<file path="src/rtl/rr_sel_arbiter4.sv">
// Four-source round-robin arbiter that drives the registered select of a 4:1 datapath mux.
// Build with ARB_GRANT_CNT_EN defined to add the grant_count / last_src observability ports.
module rr_sel_arbiter4 #(
  parameter int PTR_INIT  = 0,
  parameter int BACK2BACK = 1
) (
  input  logic       clk,
  input  logic       reset,
  input  logic [3:0] req,
  input  logic       out_ready,
  output logic [1:0] sel,
  output logic       out_valid,
  output logic [3:0] gnt,
  output logic       busy
`ifdef ARB_GRANT_CNT_EN
  ,
  output logic [15:0] grant_count,
  output logic [1:0]  last_src
`endif
);

  localparam logic [1:0] PTR_RST = PTR_INIT[1:0];

  typedef enum logic {IDLE, BUSY} state_t;

  state_t     state;
  logic [1:0] ptr;
  logic [1:0] ptr_nxt;
  logic [3:0] sel_oh;
  logic       fire;
  logic [2:0] idle_pick;
  logic [2:0] next_pick;

  // Returns {found, index}: the first set bit of v scanning p, p+1, p+2, p+3 (mod 4).
  function automatic logic [2:0] pick(input logic [3:0] v, input logic [1:0] p);
    logic [3:0] rot;
    logic [1:0] off;
    logic       found;
    rot   = 4'({v, v} >> p);
    found = 1'b1;
    casez (rot)
      4'b???1: off = 2'd0;
      4'b??10: off = 2'd1;
      4'b?100: off = 2'd2;
      4'b1000: off = 2'd3;
      default: begin
        off   = 2'd0;
        found = 1'b0;
      end
    endcase
    return {found, 2'(p + off)};
  endfunction

  assign sel_oh    = 4'b0001 << sel;
  assign fire      = out_valid && out_ready && !reset;
  assign gnt       = fire ? sel_oh : 4'b0000;
  assign ptr_nxt   = sel + 2'd1;
  assign idle_pick = pick(req, ptr);
  assign next_pick = pick(req & ~sel_oh, ptr_nxt);

  // Control state: winner selection, pointer rotation and registered handshake outputs
  always_ff @(posedge clk) begin
    if (reset) begin
      state     <= IDLE;
      sel       <= 2'b00;
      out_valid <= 1'b0;
      busy      <= 1'b0;
      ptr       <= PTR_RST;
    end else begin
      case (state)
        IDLE: begin
          if (idle_pick[2]) begin
            sel       <= idle_pick[1:0];
            state     <= BUSY;
            out_valid <= 1'b1;
            busy      <= 1'b1;
          end
        end
        BUSY: begin
          if (out_ready) begin
            ptr <= ptr_nxt;
            if (BACK2BACK != 0 && next_pick[2]) begin
              sel <= next_pick[1:0];
            end else begin
              state     <= IDLE;
              out_valid <= 1'b0;
              busy      <= 1'b0;
            end
          end
        end
        default: begin
          state     <= IDLE;
          out_valid <= 1'b0;
          busy      <= 1'b0;
        end
      endcase
    end
  end

`ifdef ARB_GRANT_CNT_EN
  // Completion bookkeeping; counter wraps naturally at 16 bits
  always_ff @(posedge clk) begin
    if (reset) begin
      grant_count <= 16'd0;
      last_src    <= 2'b00;
    end else if (fire) begin
      grant_count <= grant_count + 16'd1;
      last_src    <= sel;
    end
  end
`endif

endmodule

</file>
<file path="config.mk">
export PLATFORM = sky130hd
export DESIGN_NAME = rr_sel_arbiter4
export DESIGN_NICKNAME = d
export VERILOG_FILES = /design/src/rtl/rr_sel_arbiter4.sv
export SDC_FILE = /design/constraint.sdc
export NUM_CORES = 1
export LEC_CHECK = 0
export ABC_AREA = 1
export BUFFER_PORTS_ARGS = -buffer_cell sky130_fd_sc_hd__buf_2
export CORE_MARGIN = 1
export CORE_UTILIZATION = 40
export DETAILED_ROUTE_END_ITERATION = 10
export REMOVE_ABC_BUFFERS = 1
export SLEW_MARGIN = 5
export SYNTH_ARGS = -nofsm -noshare
export SYNTH_HDL_FRONTEND = slang
export SYNTH_SLANG_ARGS = --single-unit
</file>
<file path="constraint.sdc">
create_clock -name clk -period 6 [get_ports clk]
set_input_delay 0.9 -clock clk [delete_from_list [all_inputs] [get_ports clk]]
set_output_delay 0.9 -clock clk [all_outputs]
set_load 0.02 [all_outputs]
</file>
# Word-level counts from Yosys, hierarchy flattened
# Cells that the tools add are included.
# totals
regBits	6
output_inout_bits	8
# op_classes
shift	3
reduce_logical	8
eq_ne	10
n_addsub	3
bitwise_logic	3
muxes	17
# ops
op	count
$shr 8x2->4	2
$pmux 2 s3	2
$eq 4x4->1 const B	2
$mux 1	8
$reduce_or 4->1	2
$eq 3x3->1 const B	2
$mux 2	3
$ne 2x2->1 const B	3
$reduce_and 3->1	2
$add 2x2->2	2
$and 4x4->4	1
$eq 2x2->1 const B	2
$mux 4	1
$not 4->4	1
$pmux 1 s2	2
$pmux 2 s2	1
$shl 1x2->4 const A	1
$add 2x1->2 const B	1
$logic_and 1x1->1	2
$ne 2x1->1 const B	1
$reduce_and 2->1	1
$logic_not 1->1	1
$not 1->1	1

# Logic depth before layout (Yosys ltp)
# logic_depth
word_depth	10
mapped_depth	15
ltp_nobuf	15

# Worst setup path before layout
# OpenSTA, ideal clock, no wires.
# synth_timing
path_kind	flip-flop to flip-flop
start	reg sel[0]
end	reg sel[1]
stages_incl_launch_ff	16
synth_period_minus_slack_ps	2373
arrival_time_ps	2258
required_ps	5885
path_buffers	1
slack_ps	3627
cell_sequence	dfxtp_1 inv_2 ha_1 clkbuf_2 inv_1 nand3_1 nand2_1 nand3_1 a21boi_0 ha_1 xor2_1 inv_1 nand3_1 nand3_1 nand3_1 a21oi_2
# synth_via
elab_cells_between_ends	17
classes_between	add/sub (2); eq/ne (4); shift (2); mux (5); bitwise (2); reduce/logical (2)
# synth_rtl
element	line	source
start, declared	11	output logic [1:0] sel,
start signal, assigned	73	sel <= idle_pick[1:0];
start signal, assigned	83	sel <= next_pick[1:0];
$add 2x1->2 (*)	57	assign ptr_nxt = sel + 2'd1;
net ptr_nxt[0]	28	logic [1:0] ptr_nxt;
$shr 8x2->4	39	rot = 4'({v, v} >> p);
$eq 4x4->1 (tied with other cells)	41	casez (rot)
$pmux 2 s3	41	
$add 2x2->2	51	return {found, 2'(p + off)};
$mux 2	82	if (BACK2BACK != 0 && next_pick[2]) begin
$mux 2	80	if (out_ready) begin
$pmux 2 s2	70	case (state)
# Mark *: on every way through the listed nets, which the timed path passes. The rest lies on a longest branch. The select of a mux whose other input is x is not followed.
# A chain may end at the register's enable or synchronous reset.

# Worst setup path in the final report
# layout_timing
start	in reset
end	out gnt[3]
# layout_via
elab_chain_cells	3
# layout_rtl
element	line	source
start, declared	8	input logic reset,
$logic_not 1->1	55	assign fire = out_valid && out_ready && !reset;
$logic_and 1x1->1	55	
$mux 4	56	assign gnt = fire ? sel_oh : 4'b0000;
end, declared	13	output logic [3:0] gnt,
# No other way between the ends.

==> flow_summary_export.csv <==
group,metric,value,unit
outcome,status,"complete, no violations",
clocking,cts_tree,"built",
pwr,ir_drop,209.0,uV
global_route,antenna_found_initial,0,
sta,rsz0062_at_grt,"false",
sta,hold_viol,0,
placement,portBuffers,14,
pwr,power_per_cell_area,579.4,nW/um^2
global_route,grt_util_met2,28.66,%
min_path,min-delay-start,"busy$_SDFFE_PP0P_",
clocking,cts_setup_buffers,0,
synth,synth_top_area_share,24.26,%
synth,yosysMostFrequentCell,"nand3_1",
worst_setup_path,r2r-start,"sel[0]$_SDFFE_PP0P_",
clocking,cts_resized,0,
global_route,grt_pass1_wl,2.773,mm
placement,dp.cells,139,
placement,hpwl,1.334,mm
clocking,cts.path.max_buffers,2,
floorplanning,rows,14,
min_path,hold_depth,2,
synth,synth.distinct_cells,21,
sta,final.period_utilization,41.53,%
synth,ys_ff_latch,6,
sta,tightest_slew,310.2,ps
worst_setup_path,r2r_slack,3530,ps
synth,synth_edf_count,0,
clocking,worstSkewPairLatency,240,ps
floorplanning,coreArea,1541,sq um
worst_setup_path,reg2reg_depth,14,
floorplanning,die_w,43.25,microns
pwr,leakage,0.4189,nW
clocking,clk_pin_slew,40,ps
worst_setup_path,cp_max_fo,6,
routing,drtAntennaViolNets,0,
run,drv_cap,0,
worst_setup_path,arrival,1590,ps
synth,syn-instance-count,111,
cells_and_area,fin_util,50.65,%
sta,fin_skew,1.911,ps
synth,synth_area_per_cell,6.132,sq um
sta,finalSetupViolCount,0,
pwr,power,0.4524,mW
sta,setup_tns,0,ps
synth,ys_seq_area_share,17.65,%
cells_and_area,drive_gt1_share,23.02,%
worst_setup_path,start_kind,"input pin",
synth,synth_common_cells,"nand3_1, nand2_1, inv_1",
routing,wire_per_inst,10.93,microns
floorplanning,die_area,1871,sq um
placement,gp_congestion,0.8006,
min_path,holdPathEnd,"busy$_SDFFE_PP0P_",
synth,synthFlopType,"dfxtp_1",
routing,drtIter0Drc,13,
global_route,met1_usage,29.23,%
routing,drc,0,
cells_and_area,antenna_cells,0,
global_route,grt_use_met3,3.830,%
sta,hold_ws,517.4,ps
sta,finalMaxSlewViolations,0,
cells_and_area,instances_no_fill,142,
clocking,numClockSinks,6,
sta,period_needed,2492,ps
cells_and_area,fill_cells,177,
clocking,htreeDepth,1,
global_route,grt-busiest-layer,"met1",
worst_setup_path,cp.required,5100,ps
routing,num_vias,742,
global_route,grt_max_degree,10,
routing,detail_route.first_pass.iterations,4,
global_route,grt_usage,19.74,%
synth,async_reset_ff_share,0,%
floorplanning,dieHeight,43.25,microns
floorplanning,initial_core_util,44.16,%
synth,ys_warn_count,0,
synth,synth.cell_area,680.7,sq um
clocking,ctsRootBufferMaster,"clkbuf_4",
cells_and_area,syn_to_final_growth,14.71,%
clocking,cts_buffers,3,
synth,yosys-top-cells-area,"nand3_1, dfxtp_1, nand2_1",
floorplanning,ios,15,
global_route,gr-total-overflow,0,
clocking,holdBufCountCts,0,
sta,maxSlewHeadroom,79.29,%
sta,fmax,401.3,MHz
worst_setup_path,critPathKind,"in -> out",
synth,yosys.area.top_type,"nand3_1",
worst_setup_path,end_kind,"primary output",
worst_setup_path,r2r_end,"sel[1]$_SDFFE_PP0P_",
routing,drt-total-wl,1.552,mm
global_route,grt_pass1_vias,649,
cells_and_area,nets,141,
routing,vias_per_cell,5.225,
min_path,hold_class,"reg -> reg",
==> sequential cells by signal (all words and copies together) (netlist names) <==
| name | count |
|---|---|
| state | 1 |
| busy | 1 |
| ptr | 2 |
| sel | 2 |
==> report_power, final <==
group	internal, mW	switching (mW)
Combinational	0.125	0.215
Clock	0.0226	0.0137
Sequential	0.0540	0.0224
==> stage by stage <==
step | instance area [sq um] | setup slack (ps)
floorplan | 668.1 | 3657
CTS | 780.7 | 3500
finish | 780.7 | 3508
global route | 780.7 | 3222
global placement | 758.2 | 3501
detailed placement | 758.2 | 3506
==> area by class of cell <==
class	instances	area [sq um]	share of cell area (%)
multi-input combinational	88	491.7	62.98
tap	16	20.02	2.564
timing repair buffer	14	70.07	8.974
inverter	15	56.30	7.212
clock buffer	3	22.52	2.885
sequential	6	120.1	15.38
==> layer usage <==
layer / up-vias / part of all wire, %
met5: - / 0
met4: 0 / 0
met3: 0 / 1.9
met2: 4 / 47
met1: 334 / 51
li1: 404 / -
==> worst max-delay path by stage <==
| stage | from | end | cells after the start |
|---|---|---|---|
| 2_1_floorplan | reset | gnt[0] | 3 |
| 3_3_place_gp | reset | gnt[0] | 5 |
| 3_5_place_dp | reset | gnt[3] | 5 |
| 4_1_cts | reset | gnt[3] | 5 |
| 5_1_grt | sel[0]$_SDFFE_PP0P_ | sel[1]$_SDFFE_PP0P_ | 14 |
| 6_report | reset | gnt[3] | 5 |
==> critical path, cell delays in order <==
cell and delay [ps]:
buf_2 110, inv_1 120, nand3_1 170, nor2_1 120, buf_2 170
==> placed cells by master (no fill, tap or decap) <==
master,count
o21ai_0,3
mux2i_1,1
ha_1,6
a21oi_2,1
o21ai_2,2
buf_2,14
o21ai_1,1
xor2_1,2
clkbuf_4,3
nand3_1,33
nand2_1,24
nand3b_1,1
nor2_1,4
nand3_2,1
a21boi_0,2
a31oi_1,1
dfxtp_1,6
nand2_2,3
a21oi_1,3
inv_2,5
inv_1,10
==> logic make-up after synthesis <==
kind of cell | synth area share, %
xor+xnor | 2.574
compound gates | 12.13
fa+ha+maj | 11.03
simple gates | 45.04
flops | 17.65
buf+inv | 10.11
mux | 1.471
No activity file was read; power rests on OpenSTA's default activity.
